### config.mk
export PLATFORM = sky130hd
export DESIGN_NAME = core_pixel_agen
export DESIGN_NICKNAME = d
export VERILOG_FILES = /design/src/rtl/core_pixel_agen.sv
export SDC_FILE = /design/constraint.sdc
export NUM_CORES = 1
export LEC_CHECK = 0
export BUFFER_PORTS_ARGS = -buffer_cell sky130_fd_sc_hd__buf_2
export CAP_MARGIN = 20
export CORE_AREA = 4 4 97 99
export CTS_BUF_LIST = sky130_fd_sc_hd__clkbuf_4
export DETAILED_ROUTE_END_ITERATION = 8
export DIE_AREA = 0 0 101 103
export MAX_ROUTING_LAYER = met4
export PLACE_DENSITY = 0.52
export RECOVER_POWER = 25
export SLEW_MARGIN = 40
export SYNTH_ARGS = -nofsm -noshare
export SYNTH_HDL_FRONTEND = slang
export SYNTH_SLANG_ARGS = --single-unit
### constraint.sdc
create_clock -name I_PA_HCLK -period 4.2 [get_ports I_PA_HCLK]
set_input_delay 0.84 -clock I_PA_HCLK [delete_from_list [all_inputs] [get_ports I_PA_HCLK]]
set_output_delay 0.84 -clock I_PA_HCLK [all_outputs]
set_load 0.05 [all_outputs]
### src/rtl/core_pixel_agen.sv
// ----------------------------------------------------------------------------
// core_pixel_agen
//   Per-tile address sequencer for the rotate core. For each square tile it
//   walks three phases:
//     FILL   - beat-aligned write addresses into the input tile buffer
//     ROTATE - per-pixel source/destination byte addresses (0/90/180/270, CW/CCW)
//     DRAIN  - beat-aligned read addresses out of the output tile buffer
//
// Build option:
//   CORE_PIXEL_AGEN_MIRROR_EN - adds I_PA_MIRROR (latched at START); when set,
//                               the column index is flipped before rotation.
//
// Ports:
//   I_PA_HCLK, I_PA_HRESET_N     clock, asynchronous active-low reset
//   I_PA_START / I_PA_STOP       start job (IDLE only) / synchronous abort
//   I_PA_DEGREES, I_PA_DIRECTION rotation mode, latched at START
//   I_PA_LAST_TILE               sampled on the final DRAIN beat
//   I_PA_IN_BEAT, I_PA_ROT_READY, I_PA_OUT_BEAT   per-phase advance strobes
//   O_PA_IN_WADDR, O_PA_OUT_RADDR                 buffer beat addresses
//   O_PA_ROT_SRC_ADDR, O_PA_ROT_DST_ADDR, O_PA_ROT_VALID   pixel move pair
//   O_PA_STATE, O_PA_BUSY, O_PA_TILE_DONE         status
// ----------------------------------------------------------------------------
module core_pixel_agen #(
    parameter int unsigned TILE_LOG2  = 3,
    parameter int unsigned BPP        = 3,
    parameter int unsigned BEAT_BYTES = 4,
    parameter int unsigned ADDR_W     = 8
) (
    input  logic              I_PA_HCLK,
    input  logic              I_PA_HRESET_N,
    input  logic              I_PA_START,
    input  logic              I_PA_STOP,
    input  logic [1:0]        I_PA_DEGREES,
    input  logic              I_PA_DIRECTION,
    input  logic              I_PA_LAST_TILE,
    input  logic              I_PA_IN_BEAT,
    input  logic              I_PA_ROT_READY,
    input  logic              I_PA_OUT_BEAT,
    output logic [ADDR_W-1:0] O_PA_IN_WADDR,
    output logic [ADDR_W-1:0] O_PA_ROT_SRC_ADDR,
    output logic [ADDR_W-1:0] O_PA_ROT_DST_ADDR,
    output logic              O_PA_ROT_VALID,
    output logic [ADDR_W-1:0] O_PA_OUT_RADDR,
    output logic [1:0]        O_PA_STATE,
    output logic              O_PA_BUSY,
    output logic              O_PA_TILE_DONE
`ifdef CORE_PIXEL_AGEN_MIRROR_EN
    ,
    input  logic              I_PA_MIRROR
`endif
);

    typedef enum logic [1:0] {
        StIdle   = 2'd0,
        StFill   = 2'd1,
        StRotate = 2'd2,
        StDrain  = 2'd3
    } state_e;

    localparam int unsigned       PIX_W          = 2 * TILE_LOG2;
    localparam int unsigned       NPIX           = 1 << PIX_W;
    localparam int unsigned       BEATS          = NPIX * BPP / BEAT_BYTES;
    localparam logic [ADDR_W-1:0] LAST_BEAT_ADDR = ADDR_W'((BEATS - 1) * BEAT_BYTES);
    localparam logic [ADDR_W-1:0] BEAT_INC       = ADDR_W'(BEAT_BYTES);
    localparam logic [ADDR_W-1:0] BPP_W          = ADDR_W'(BPP);

    state_e                r_state, w_state_nxt;
    logic [ADDR_W-1:0]     r_in_waddr, w_in_waddr_nxt;
    logic [ADDR_W-1:0]     r_out_raddr, w_out_raddr_nxt;
    logic [PIX_W-1:0]      r_pix, w_pix_nxt;
    logic [1:0]            r_deg, w_deg_nxt;
    logic                  r_dir, w_dir_nxt;
    logic                  r_mirror, w_mirror_nxt;
    logic                  r_tile_done, w_tile_done_nxt;
    logic                  w_mirror_in;

`ifdef CORE_PIXEL_AGEN_MIRROR_EN
    assign w_mirror_in = I_PA_MIRROR;
`else
    assign w_mirror_in = 1'b0;
`endif

    always_ff @(posedge I_PA_HCLK or negedge I_PA_HRESET_N) begin
        if (!I_PA_HRESET_N) begin
            r_state     <= StIdle;
            r_in_waddr  <= '0;
            r_out_raddr <= '0;
            r_pix       <= '0;
            r_deg       <= '0;
            r_dir       <= 1'b0;
            r_mirror    <= 1'b0;
            r_tile_done <= 1'b0;
        end else begin
            r_state     <= w_state_nxt;
            r_in_waddr  <= w_in_waddr_nxt;
            r_out_raddr <= w_out_raddr_nxt;
            r_pix       <= w_pix_nxt;
            r_deg       <= w_deg_nxt;
            r_dir       <= w_dir_nxt;
            r_mirror    <= w_mirror_nxt;
            r_tile_done <= w_tile_done_nxt;
        end
    end

    always_comb begin
        w_state_nxt     = r_state;
        w_in_waddr_nxt  = r_in_waddr;
        w_out_raddr_nxt = r_out_raddr;
        w_pix_nxt       = r_pix;
        w_deg_nxt       = r_deg;
        w_dir_nxt       = r_dir;
        w_mirror_nxt    = r_mirror;
        w_tile_done_nxt = 1'b0;

        if (I_PA_STOP) begin
            w_state_nxt     = StIdle;
            w_in_waddr_nxt  = '0;
            w_out_raddr_nxt = '0;
            w_pix_nxt       = '0;
        end else begin
            unique case (r_state)
                StIdle: begin
                    if (I_PA_START) begin
                        w_state_nxt  = StFill;
                        w_deg_nxt    = I_PA_DEGREES;
                        w_dir_nxt    = I_PA_DIRECTION;
                        w_mirror_nxt = w_mirror_in;
                    end
                end
                StFill: begin
                    if (I_PA_IN_BEAT) begin
                        if (r_in_waddr == LAST_BEAT_ADDR) begin
                            w_in_waddr_nxt = '0;
                            w_state_nxt    = StRotate;
                        end else begin
                            w_in_waddr_nxt = r_in_waddr + BEAT_INC;
                        end
                    end
                end
                StRotate: begin
                    if (I_PA_ROT_READY) begin
                        if (r_pix == '1) begin
                            w_pix_nxt   = '0;
                            w_state_nxt = StDrain;
                        end else begin
                            w_pix_nxt = r_pix + PIX_W'(1);
                        end
                    end
                end
                StDrain: begin
                    if (I_PA_OUT_BEAT) begin
                        if (r_out_raddr == LAST_BEAT_ADDR) begin
                            w_out_raddr_nxt = '0;
                            w_tile_done_nxt = 1'b1;
                            w_state_nxt     = I_PA_LAST_TILE ? StIdle : StFill;
                        end else begin
                            w_out_raddr_nxt = r_out_raddr + BEAT_INC;
                        end
                    end
                end
                default: w_state_nxt = StIdle;
            endcase
        end
    end

    // Rotation mapping on the (row, col) split of the pixel counter. With N a power
    // of two, N-1-x is simply the bitwise inverse of x.
    logic [TILE_LOG2-1:0] w_row, w_col;
    logic [1:0]           w_eff_deg;
    logic [PIX_W-1:0]     w_q;
    logic                 w_rotating;

    assign w_row      = r_pix[PIX_W-1:TILE_LOG2];
    assign w_col      = r_mirror ? ~r_pix[TILE_LOG2-1:0] : r_pix[TILE_LOG2-1:0];
    // CCW by d equals CW by (4-d) mod 4: swaps 90 and 270, keeps 0 and 180.
    assign w_eff_deg  = r_dir ? (2'd0 - r_deg) : r_deg;
    assign w_rotating = (r_state == StRotate);

    always_comb begin
        w_q = '0;
        unique case (w_eff_deg)
            2'd0: w_q = {w_row, w_col};
            2'd1: w_q = {w_col, ~w_row};
            2'd2: w_q = {~w_row, ~w_col};
            2'd3: w_q = {~w_col, w_row};
            default: w_q = '0;
        endcase
    end

    assign O_PA_IN_WADDR     = r_in_waddr;
    assign O_PA_OUT_RADDR    = r_out_raddr;
    // Pair addresses read as zero outside ROTATE so an abort leaves every address at 0.
    assign O_PA_ROT_SRC_ADDR = w_rotating ? ADDR_W'(r_pix) * BPP_W : '0;
    assign O_PA_ROT_DST_ADDR = w_rotating ? ADDR_W'(w_q) * BPP_W : '0;
    assign O_PA_ROT_VALID    = w_rotating;
    assign O_PA_STATE        = r_state;
    assign O_PA_BUSY         = (r_state != StIdle);
    assign O_PA_TILE_DONE    = r_tile_done;

endmodule

# ---- Yosys cells after proc, flatten, opt, wreduce, memory -nomap -nowiden
# Cells that the tools add are included.
dict set report classes {
  n_addsub 4
  multipliers 2
  eq_ne 16
  mux 30
  bitwise_logic 3
  n_reduce_logical 14
}
# cell n
set ops {}
lappend ops {{8-bit 2-to-1 mux} 10}
lappend ops {{6-bit 2-to-1 mux} 4}
lappend ops {{6-bit one-hot mux with 4 select lines} 1}
lappend ops {{2-bit 2-to-1 mux} 9}
lappend ops {{3-bit inequality test, second input constant} 6}
lappend ops {{8-bit by 3-bit adder with 8-bit output, second input constant} 2}
lappend ops {{8-bit == test, second input constant} 2}
lappend ops {{6-bit by 2-bit multiplier with 8-bit output, second input constant} 2}
lappend ops {{2-bit nonzero test} 7}
lappend ops {{2-bit == test, second input constant} 4}
lappend ops {{2-bit one-hot mux with 4 select lines} 1}
lappend ops {{7-bit AND reduction} 1}
lappend ops {{6-bit by 1-bit adder with 6-bit output, second input constant} 1}
lappend ops {{6-bit == test, second input constant} 1}
lappend ops {{3-bit inverter} 2}
lappend ops {{2-bit AND reduction} 3}
lappend ops {{1-bit 2-to-1 mux} 5}
lappend ops {{2-bit by 1-bit == test with 1-bit output, second input constant} 2}
lappend ops {{2-bit logical NOT} 2}
lappend ops {{3-bit by 2-bit inequality test with 1-bit output, second input constant} 1}
lappend ops {{3-bit AND reduction} 1}
lappend ops {{1-bit by 2-bit subtractor with 2-bit output, first input constant} 1}
lappend ops {{1-bit inverter} 1}
dict set report totals {
  regBits 28
  input_bits 11
}

# ---- Longest topological paths before layout
# Gate-level depths: netlist of run 1.
dict set report logic_depth {
  word_depth 6
  depth_mapped 14
  mapped_depth_nobuf 14
}

# ---- Worst setup path before layout of run 1
# OpenSTA, ideal clock, no wires.
dict set report synth_timing {
  kind {reg-to-output}
  start {register r_deg[0]}
  end {output O_PA_ROT_DST_ADDR[3]}
  t_arrival_ps 3681
  t_required_ps 3360
  setup_slack_ps -321
  path_stages_with_launch 12
  path_buffers 0
  cell_sequence {dfrtp_1 inv_1 ha_1 mux2i_2 xnor2_1 a221o_1 a21boi_0 ha_1 inv_1 fa_1 nor2b_1 nor3b_1}
}
dict set report synth_via {
  elab_chain_len 6
}
# item line_no
set synth_lines {}
lappend synth_lines {{start: declaration} 71} ;# logic [1:0] r_deg, w_deg_nxt;
lappend synth_lines {{start signal: assignment} 98} ;# r_deg <= w_deg_nxt;
lappend synth_lines {{1-bit by 2-bit subtractor with 2-bit output} 176} ;# assign w_eff_deg = r_dir ? (2'd0 - r_deg) : r_deg;
lappend synth_lines {{2-bit 2-to-1 mux *} 176}
lappend synth_lines {{2-bit == test (tied with other cells)} 181} ;# unique case (w_eff_deg)
lappend synth_lines {{6-bit one-hot mux with 4 select lines *} 181}
lappend synth_lines {{6-bit by 2-bit multiplier with 8-bit output *} 194} ;# assign O_PA_ROT_DST_ADDR = w_rotating ? ADDR_W'(w_q) * BPP_W : '0;
lappend synth_lines {{8-bit 2-to-1 mux *} 194}
lappend synth_lines {{end: declaration} 41} ;# output logic [ADDR_W-1:0] O_PA_ROT_DST_ADDR,
# Every way passes the cells marked *; elsewhere a longest branch is shown, timed or not.

# ---- Worst setup path after layout of run 1
dict set report layout_timing {
  start {register r_deg[0]}
  end {output O_PA_ROT_DST_ADDR[6]}
}
# The elaborated chain is that of the path after synthesis.

==> results of run 1 <==
cells by family after synthesis:
group	after synthesis
buffers and inverters	32
and+or+nand+nor	79
adders and majority gates	24
other	1
xor gates and xnor gates	12
muxes	5
AOI/OAI and AO/OA	62
DFF	24
path summary, 6_finish.rpt:
check	from	to	slack, ps	depth (start not counted)
setup reg to reg	O_PA_STATE[0]$_DFFE_PN0P_	r_pix[5]$_DFFE_PN0P_	1750	7
setup / recovery	r_deg[0]$_DFFE_PN0P_	O_PA_ROT_DST_ADDR[6]	150	14
max in group asynchronous	I_PA_HRESET_N	r_pix[2]$_DFFE_PN0P_	2650	1
min in group asynchronous	I_PA_HRESET_N	O_PA_OUT_RADDR[4]$_DFFE_PN0P_	770	1
hold / removal	O_PA_IN_WADDR[3]$_DFFE_PN0P_	O_PA_IN_WADDR[3]$_DFFE_PN0P_	580	2
hold reg to reg	O_PA_IN_WADDR[3]$_DFFE_PN0P_	O_PA_IN_WADDR[3]$_DFFE_PN0P_	580	2
cell usage after synthesis (all sizes together) (5+ instances only):
cell type,n
o21ai,13
a21oi,23
and2,10
nand2,15
ha,22
buf,5
nor2,15
nor3,5
dfrtp,24
xnor2,8
nor2b,5
inv,22
nand3,8
clkbuf,5
repair_timing:
item | CTS | global route
gates resized for setup | 6 | 13
pin swaps | 0 | 5
buffers inserted | 3 | 1
endpoints found under the setup margin | 3 | 3
power by group through the flow:
stage	logic [mW]	registers (mW)	clock network [mW]
2_1_floorplan	0.907	0.340	0
3_3_place_gp	1.17	0.310	0
3_5_place_dp	1.19	0.309	0
4_1_cts	1.27	0.303	0.176
5_1_grt	1.52	0.312	0.186
6_report	1.38	0.303	0.169
flip-flops by register name, summed over array words and instances (netlist names):
register	cells
r_deg	2
r_pix	6
r_dir	1
O_PA_STATE	2
O_PA_IN_WADDR	6
O_PA_TILE_DONE	1
O_PA_OUT_RADDR	6
worst max-delay path: cells and delay by family, from the launching register on:
| family | cells | cell delay (ps) |
|---|---|---|
| compound gates | 5 | 990 |
| xor+xnor | 2 | 220 |
| fa+ha+maj | 2 | 510 |
| buf+inv | 3 | 390 |
| flops | 1 | 410 |
| mux | 1 | 200 |
| simple gates | 1 | 160 |
metrics by stage:
step | setup slack (ps) | util
CTS | 31.8 | 0.294
global placement | 230 | 0.282
finish | 149 | 0.300
global route | -21.3 | 0.300
floorplan | 58.0 | -
detailed placement | 224 | 0.282
layout make-up:
cell class,count,area [µm²]
fill,910,5990
multi-input combinational,186,1400
sequential,24,601
timing repair buffer,51,293
tap,108,135
inverter,22,82.6
clock inverter,1,30.0
clock buffer,3,22.5
metal layers:
layer  vias up  global-route usage  share of wire
li1        935                   -              -
met3         5              0.0108          0.042
met4         0              0.0215         0.0090
met5         -                   -              0
met2        40               0.161           0.47
met1       844               0.146           0.48
==> flow_summary.yaml, run 1 <==
pwr:
  internal_power_uw: 948
  leakagePower_nw: 1.23
  ir_drop_worst_vdd_mv: 0.213
  fraction_of_power_consumed_by_the_clock_network: 0.091
  p_switching_uw: 903
  comb_power_share: 0.745
  seq_power_share: 0.164
  finalPower_mw: 1.85
  sw_frac_of_total: 0.488
  power_density_nw_per_um2: 722
layout:
  post_route_cells_drive_above_1_share: 0.268
  number_of_diodes_added_for_antenna_fixing: 0
  nNetsFinal: 323
  layout.cells.most_common: "buf_2"
  final_cell_mix: "buf_2 (39), dfrtp_1 (24), inv_1 (21), a21oi_1 (21), ha_1 (20)"
  cell_count_final_fillers_out: 395
  finish.instance_area_um2: 2560
  area_delta_synth_final_pct: 23.7
floorplanning:
  fp.dieArea_um2: 10400
  die_width_um: 101
  core_area_um2: 8550
  top_level_ports: 48
  dieHeight_um: 103
  start_util: 0.242
  placementRows: 34
synth:
  syn-instance-count: 239
  post_synth_mux_area_share: 0.0278
  synth_xor_xnor_area_share: 0.0507
  fraction_of_registers_with_async_set_reset: 1.00
  netlist.top_cell.by_area: "dfrtp_1"
  synthAdderAreaFrac: 0.152
  postSynthAreaPerCell_um2: 8.67
  ys_seq_elements: 24
  synth_flop_cell: "dfrtp_1"
  synth_edf_count: 0
  synthesis.yosys.warnings: 0
  synth_area_um2: 2070
  synth_cell_types: 52
  yosys-top-cells-area: "dfrtp_1 (29%), ha_1 (13%), a21oi_1 (5.6%)"
  largest_family_of_logic_cells_by_synthesized_area: "simple AND/OR/NAND/NOR gates"
  synth_seq_area_share: 0.290
  synthSimpleGateAreaFrac: 0.209
  synth-compound-area-share: 0.200
  area_share_of_the_largest_cell_type_after_synthesis: 0.290
critical_path:
  required_ps: 3360
  critical-path-max-stage-delay_ps: 410
  timing.setup.critical_path_class: "reg -> out"
  cpMostUsedCell: "xnor2_1"
  critical_path.endpoint_type: "output pin"
  timing.critical_path.arrival_ps: 3210
  timing.critical_path.fanout_max: 4
  path_cells: "inv_2 > ha_4 > mux2i_4 > xnor2_1 > a221o_1 > a21boi_2 > buf_4 > ha_1 > a211oi_2 > o21bai_1 > a21oi_2 > xnor2_1 > and2_1 > buf_6"
  critPathLaunchType: "register"
  cpMaxStageDelayCell: "dfrtp_1"
timing:
  maxSlewHeadroom: 0.118
  tightest_slew_ps: 1320
  layout_worst_path_cycle_share: 0.964
  clock_skew_ps: 3.43
  final-max-slew-violation-count: 0
  clock.fmax_ghz: 0.247
  setup_total_negative_slack_ps: 0
  final.hold.worst_slack_ps: 583
  fin_crit_ps: 4050
  report.final.setup_viol: 0
  hold_viol_final: 0
run:
  max_cap_viols: 0
clock_network:
  cts.htree.levels: 1
  clock_sink_count: 24
  cts_max_path_buffers: 2
  clkLatencyLatePin_ps: 320
  cts.root.buffer_cell: "clkbuf_4"
  cts_hold_buf: 0
  clock_tree_from_tritoncts: "built"
  cts.clk_slew.worst_paths_ps: 130
  cts_inserted_buffers: 3
place:
  placed_area_um2: 2410
  gp_congestion: 0.753
  placed_cells_incl_taps: 387
  numPortBuffers: 43
  place.detailed.hpwl_um: 3860
run_status:
  status: "finished clean"
global_route:
  gr-total-overflow: 0
  grt_pass1_vias: 1760
  grt_first_pass_wirelength_um: 8700
  antenna_found_initial: 0
  grt_start_max_net_pins: 25
  global_route.usage.total: 0.103
worst_hold_path:
  hold_path_class: "reg -> reg"
detailed_routing:
  routed-via-count: 1824
  detail_route.iter0.violations: 100
  totalWireLength_um: 5110
  first_pass_iters: 4
  wire_length_per_cell_um: 12.9
  drc_errors: 0
  detail_route.vias_per_cell: 4.62
  drtAntennaViolNets: 0
No activity file was read; power rests on OpenSTA's default activity.
==> run 2, diff against run 1 <==
Settings changed: CTS_BUF_LIST sky130_fd_sc_hd__clkbuf_4 to sky130_fd_sc_hd__clkbuf_16, MAX_ROUTING_LAYER met4 to not set, SLEW_MARGIN 40 to not set.
==> run 2 against run 1 <==
Effect of this change: clock skew decreased by 0.97 ps; global-route usage decreased by 0.30 points; critical endpoint unchanged; utilization rose by 0.19 points; register-to-register slack better by 30 ps; largest power group unchanged; sequential share of layout area is 0.15 points lower; total power up 1.7%; hold slack worse by 50 ps; via count down 0.93%; maximum frequency is 0.31% higher; largest cell class unchanged; setup slack better by 13 ps.
==> flow_summary.yaml, run 2 (synthesis results as in run 1) <==
layout:
  final_cell_mix: "buf_2 (39), dfrtp_1 (24), a21oi_1 (23), inv_1 (21), ha_1 (20)"
  filler_cell_count: 901
  post_route_cells_drive_above_1_share: 0.249
  multi_input_comb_area_um2: 1380
  cell_count_final_fillers_out: 393
  seqCellArea_um2: 601
  area_delta_synth_final_pct: 24.5
  number_of_diodes_added_for_antenna_fixing: 0
  nNetsFinal: 321
  layout.cells.most_common: "buf_2"
  share_of_the_core_filled_with_cells_in_the_final_layout: 0.302
floorplanning:
  dieHeight_um: 103
  placementRows: 34
  top_level_ports: 48
  fp.dieArea_um2: 10400
  core_area_um2: 8550
  start_util: 0.242
  die_width_um: 101
pwr:
  fraction_of_power_consumed_by_the_clock_network: 0.144
  internal_power_mw: 1.00
  power_density_nw_per_um2: 730
  ir_drop_worst_vdd_mv: 0.221
  sw_frac_of_total: 0.467
  comb_power_share: 0.694
  leakagePower_nw: 1.24
  finalPower_mw: 1.88
  p_switching_uw: 878
  seq_power_share: 0.162
worst_hold_path:
  hold_path_class: "reg -> reg"
timing:
  tightest_slew_ps: 1290
  final.hold.worst_slack_ps: 533
  clock.fmax_ghz: 0.248
  fin_crit_ps: 4040
  hold_viol_final: 0
  final-max-slew-violation-count: 0
  report.final.setup_viol: 0
  layout_worst_path_cycle_share: 0.961
  clock_skew_ps: 2.47
  maxSlewHeadroom: 0.143
critical_path:
  timing.critical_path.arrival_ps: 3200
  timing.critical_path.fanout_max: 4
  required_ps: 3360
  critical_path.endpoint_type: "output pin"
  critPathLaunchType: "register"
  timing.setup.critical_path_class: "reg -> out"
run_status:
  status: "finished clean"
detailed_routing:
  drtAntennaViolNets: 0
  routed-via-count: 1807
  first_pass_iters: 4
  detail_route.iter0.violations: 91
  drc_errors: 0
  wire_length_per_cell_um: 12.9
  totalWireLength_um: 5050
  detail_route.vias_per_cell: 4.60
place:
  place.detailed.hpwl_um: 3860
  numPortBuffers: 43
  placed_cells_incl_taps: 387
  gp_congestion: 0.743
run:
  max_cap_viols: 0
clock_network:
  clock_tree_from_tritoncts: "built"
  clock_sink_count: 24
  cts_max_path_buffers: 2
  cts_inserted_buffers: 3
  cts_hold_buf: 0
  cts.clk_slew.worst_paths_ps: 60
  cts.root.buffer_cell: "clkbuf_16"
  clkLatencyLatePin_ps: 260
  cts.htree.levels: 1
global_route:
  grt_pass1_vias: 1766
  gr-total-overflow: 0
  antenna_found_initial: 0
  global_route.usage.total: 0.100
  grt_first_pass_wirelength_um: 8640
  grt_start_max_net_pins: 25
-- run 2: changes by cell type in the layout (fill, tap and decap cells not counted), moves of 2 or more --
cell and change:
a21oi_1 +2, a21oi_2 -2, clkbuf_4 -3, clkbuf_16 +3
-- run 2: final cells by class --
class,count,area share
clock buffer,3,0.0291
inverter,22,0.0320
timing repair buffer,49,0.106
multi-input combinational,186,0.536
tap,108,0.0524
sequential,24,0.233
clock inverter,1,0.0116
-- run 2: path summary, 6_finish.rpt --
path | startpoint | to | slack, ps | cells after the start
max | r_deg[0]$_DFFE_PN0P_ | O_PA_ROT_DST_ADDR[6] | 160 | 13
min | r_deg[1]$_DFFE_PN0P_ | r_deg[1]$_DFFE_PN0P_ | 530 | 1
max reg2reg | O_PA_STATE[0]$_DFFE_PN0P_ | r_pix[5]$_DFFE_PN0P_ | 1780 | 7
min reg2reg | r_deg[1]$_DFFE_PN0P_ | r_deg[1]$_DFFE_PN0P_ | 530 | 1
max in group asynchronous | I_PA_HRESET_N | r_pix[4]$_DFFE_PN0P_ | 2600 | 1
min in group asynchronous | I_PA_HRESET_N | O_PA_OUT_RADDR[4]$_DFFE_PN0P_ | 840 | 1
-- run 2: metal layers --
layer,part of all wire,GRT usage,up-vias
met3,0.049,0.0162,5
met5,0,0,-
met1,0.48,0.140,827
met4,0.0095,0.0245,0
met2,0.46,0.163,43
li1,-,-,932
-- run 2: timing repair --
item,CTS,global route
buffers inserted,0,2
resized for setup,3,10
pin swaps,0,1
setup endpoints to repair,3,3
-- run 2: critical path, cell delays in order (launching register included) --
cell and delay [ps]:
dfrtp_1 380, inv_2 90, ha_4 210, mux2i_4 200
xnor2_1 170, a221o_1 180, a21boi_0 360, ha_1 330
a211oi_2 280, o21bai_1 110, a21oi_1 180, xnor2_1 130
and2_1 130, buf_4 190
-- run 2: through the flow --
step	instance area [µm²]	setup slack, ps	setup TNS, ps
floorplan	2090	58.0	0
global route	2580	-29.2	-45.1
finish	2580	162	0
global placement	2410	230	0
CTS	2520	2.53	0
detailed placement	2410	224	0
-- run 2: power by group through the flow --
stage	Sequential (mW)	Combinational [mW]	Clock [mW]
6_report	0.304	1.31	0.272
5_1_grt	0.312	1.45	0.290
4_1_cts	0.304	1.20	0.280
3_5_place_dp	0.309	1.19	0
3_3_place_gp	0.310	1.17	0
2_1_floorplan	0.340	0.907	0
==> run 3, diff against run 2 <==
Settings changed: CORE_AREA 4 4 97 99 to 4 4 67 69, CTS_CLUSTER_SIZE set to 28, DIE_AREA 0 0 101 103 to 0 0 71 73, PLACE_DENSITY 0.52 to 0.89.
==> run 3 against run 2 <==
Effect of this change: maximum frequency is 0.24% higher; combinational power is 3% higher; global-route usage is 8.4 points higher; highest routed layer unchanged; largest cell class unchanged; first-iteration DRC count decreased by 20%; register-to-register slack got worse by 70 ps; total power up 2.3%; sequential cell count unchanged.
==> flow_summary.yaml, run 3 (synthesis results as in run 1) <==
run_status:
  status: "finished clean"
clock_network:
  cts.htree.levels: 1
  cts.clk_slew.worst_paths_ps: 60
  cts_max_path_buffers: 2
  cts_hold_buf: 0
  clock_sink_count: 24
  clkLatencyLatePin_ps: 260
  cts.root.buffer_cell: "clkbuf_16"
  clock_tree_from_tritoncts: "built"
  cts_inserted_buffers: 3
global_route:
  grt_start_max_net_pins: 26
  grt_pass1_vias: 1850
  antenna_found_initial: 0
  gr-total-overflow: 0
  grt_first_pass_wirelength_um: 7840
  global_route.usage.total: 0.185
layout:
  multi_input_comb_area_um2: 1370
  area_delta_synth_final_pct: 21.6
  post_route_cells_drive_above_1_share: 0.253
  number_of_diodes_added_for_antenna_fixing: 0
  final_cell_mix: "buf_2 (39), dfrtp_1 (24), a21oi_1 (23), inv_1 (22), ha_1 (21)"
  filler_cell_count: 336
  seqCellArea_um2: 601
  finish.instance_area_um2: 2520
  layout.cells.most_common: "buf_2"
  nNetsFinal: 324
critical_path:
  critical_path.startpoint: "r_deg[0]$_DFFE_PN0P_"
  r2r_cells: 6
  required_ps: 3360
  timing.setup.critical_path_class: "reg -> out"
  critPathLaunchType: "register"
  timing.critical_path.arrival_ps: 3190
  critical_path.endpoint_type: "output pin"
  r2r_start: "O_PA_STATE[0]$_DFFE_PN0P_"
  timing.critical_path.fanout_max: 5
pwr:
  ir_drop_worst_vdd_mv: 0.455
  finalPower_mw: 1.92
  power_density_nw_per_um2: 764
  comb_power_share: 0.701
  internal_power_mw: 1.03
  leakagePower_nw: 1.26
  seq_power_share: 0.158
  p_switching_uw: 889
  fraction_of_power_consumed_by_the_clock_network: 0.141
  sw_frac_of_total: 0.462
place:
  gp_congestion: 0.815
  numPortBuffers: 43
  place.detailed.hpwl_um: 3420
  placed_area_um2: 2320
timing:
  report.final.setup_viol: 0
  hold_viol_final: 0
  tightest_slew_ps: 1270
  fin_crit_ps: 4030
  clock_skew_ps: 2.96
  maxSlewHeadroom: 0.154
  final-max-slew-violation-count: 0
  final.hold.worst_slack_ps: 563
  layout_worst_path_cycle_share: 0.959
  clock.fmax_ghz: 0.248
run:
  max_cap_viols: 0
floorplanning:
  die_width_um: 71
  top_level_ports: 48
  core_area_um2: 3910
  dieHeight_um: 73
  fp.dieArea_um2: 5180
  start_util: 0.529
  placementRows: 23
worst_hold_path:
  hp-start: "O_PA_IN_WADDR[3]$_DFFE_PN0P_"
  hold_path_class: "reg -> reg"
  timing.hold.worst_path_depth: 2
detailed_routing:
  totalWireLength_um: 4660
  drc_errors: 0
  wire_length_per_cell_um: 13.8
  routed-via-count: 1867
  detail_route.vias_per_cell: 5.52
  detail_route.iter0.violations: 73
  drtAntennaViolNets: 0
  first_pass_iters: 4
run 3: power by group through the flow:
stage	Clock [mW]	Combinational (mW)	Sequential (mW)
2_1_floorplan	0	0.907	0.340
3_3_place_gp	0	1.12	0.305
3_5_place_dp	0	1.17	0.307
4_1_cts	0.275	1.24	0.300
5_1_grt	0.283	1.51	0.310
6_report	0.270	1.35	0.305
run 3: layer usage:
| metal | part of all wire | track usage | up-vias |
|---|---|---|---|
| li1 | - | - | 940 |
| met1 | 0.41 | 0.211 | 869 |
| met2 | 0.52 | 0.351 | 51 |
| met3 | 0.051 | 0.0262 | 7 |
| met4 | 0.015 | 0.0626 | 0 |
| met5 | 0 | 0 | - |
run 3: per-stage QoR:
step | utilization | setup WS [ps] | TNS (ps) | std cells
6_report | 0.644 | 172 | 0 | 338
3_5_place_dp | 0.594 | 102 | 0 | 327
4_1_cts | 0.629 | 16.1 | 0 | 335
2_1_floorplan | - | 58.0 | 0 | 242
5_1_grt | 0.644 | -45.2 | -105 | 338
3_3_place_gp | 0.594 | 299 | 0 | 327
run 3: cell type report:
type                    count  share of cell area
inverters                  22              0.0328
repair buffers             52               0.118
flip-flops and latches     24               0.238
multi-input cells         186               0.545
clock inverters             1              0.0119
clock buffers               3              0.0298
well taps                  50              0.0248
run 3: repair_timing:
item / 4_1_cts / 5_1_grt
buffers inserted: 4 / 3
setup endpoints to repair: 3 / 3
pin swaps: 0 / 1
gates resized for setup: 2 / 12
run 3: worst paths after layout:
check,to,slack [ps]
worst max-delay path,O_PA_ROT_DST_ADDR[5],170
worst min-delay path,O_PA_IN_WADDR[3]$_DFFE_PN0P_,560
worst max register to register,r_pix[5]$_DFFE_PN0P_,1710
worst min register to register,O_PA_IN_WADDR[3]$_DFFE_PN0P_,560
max in group asynchronous,O_PA_STATE[0]$_DFFE_PN0P_,2610
min in group asynchronous,r_pix[2]$_DFFE_PN0P_,840
run 3: critical path: stages (launching register included):
cell	delay (ps)
dfrtp_1	350
inv_1	70
ha_1	330
mux2i_4	210
buf_6	150
xnor2_1	110
a221oi_1	90
a21oi_1	230
ha_2	220
inv_1	50
fa_2	350
nor2b_2	120
o21ai_0	80
nand2b_1	110
xor2_1	140
and2_1	150
buf_6	160
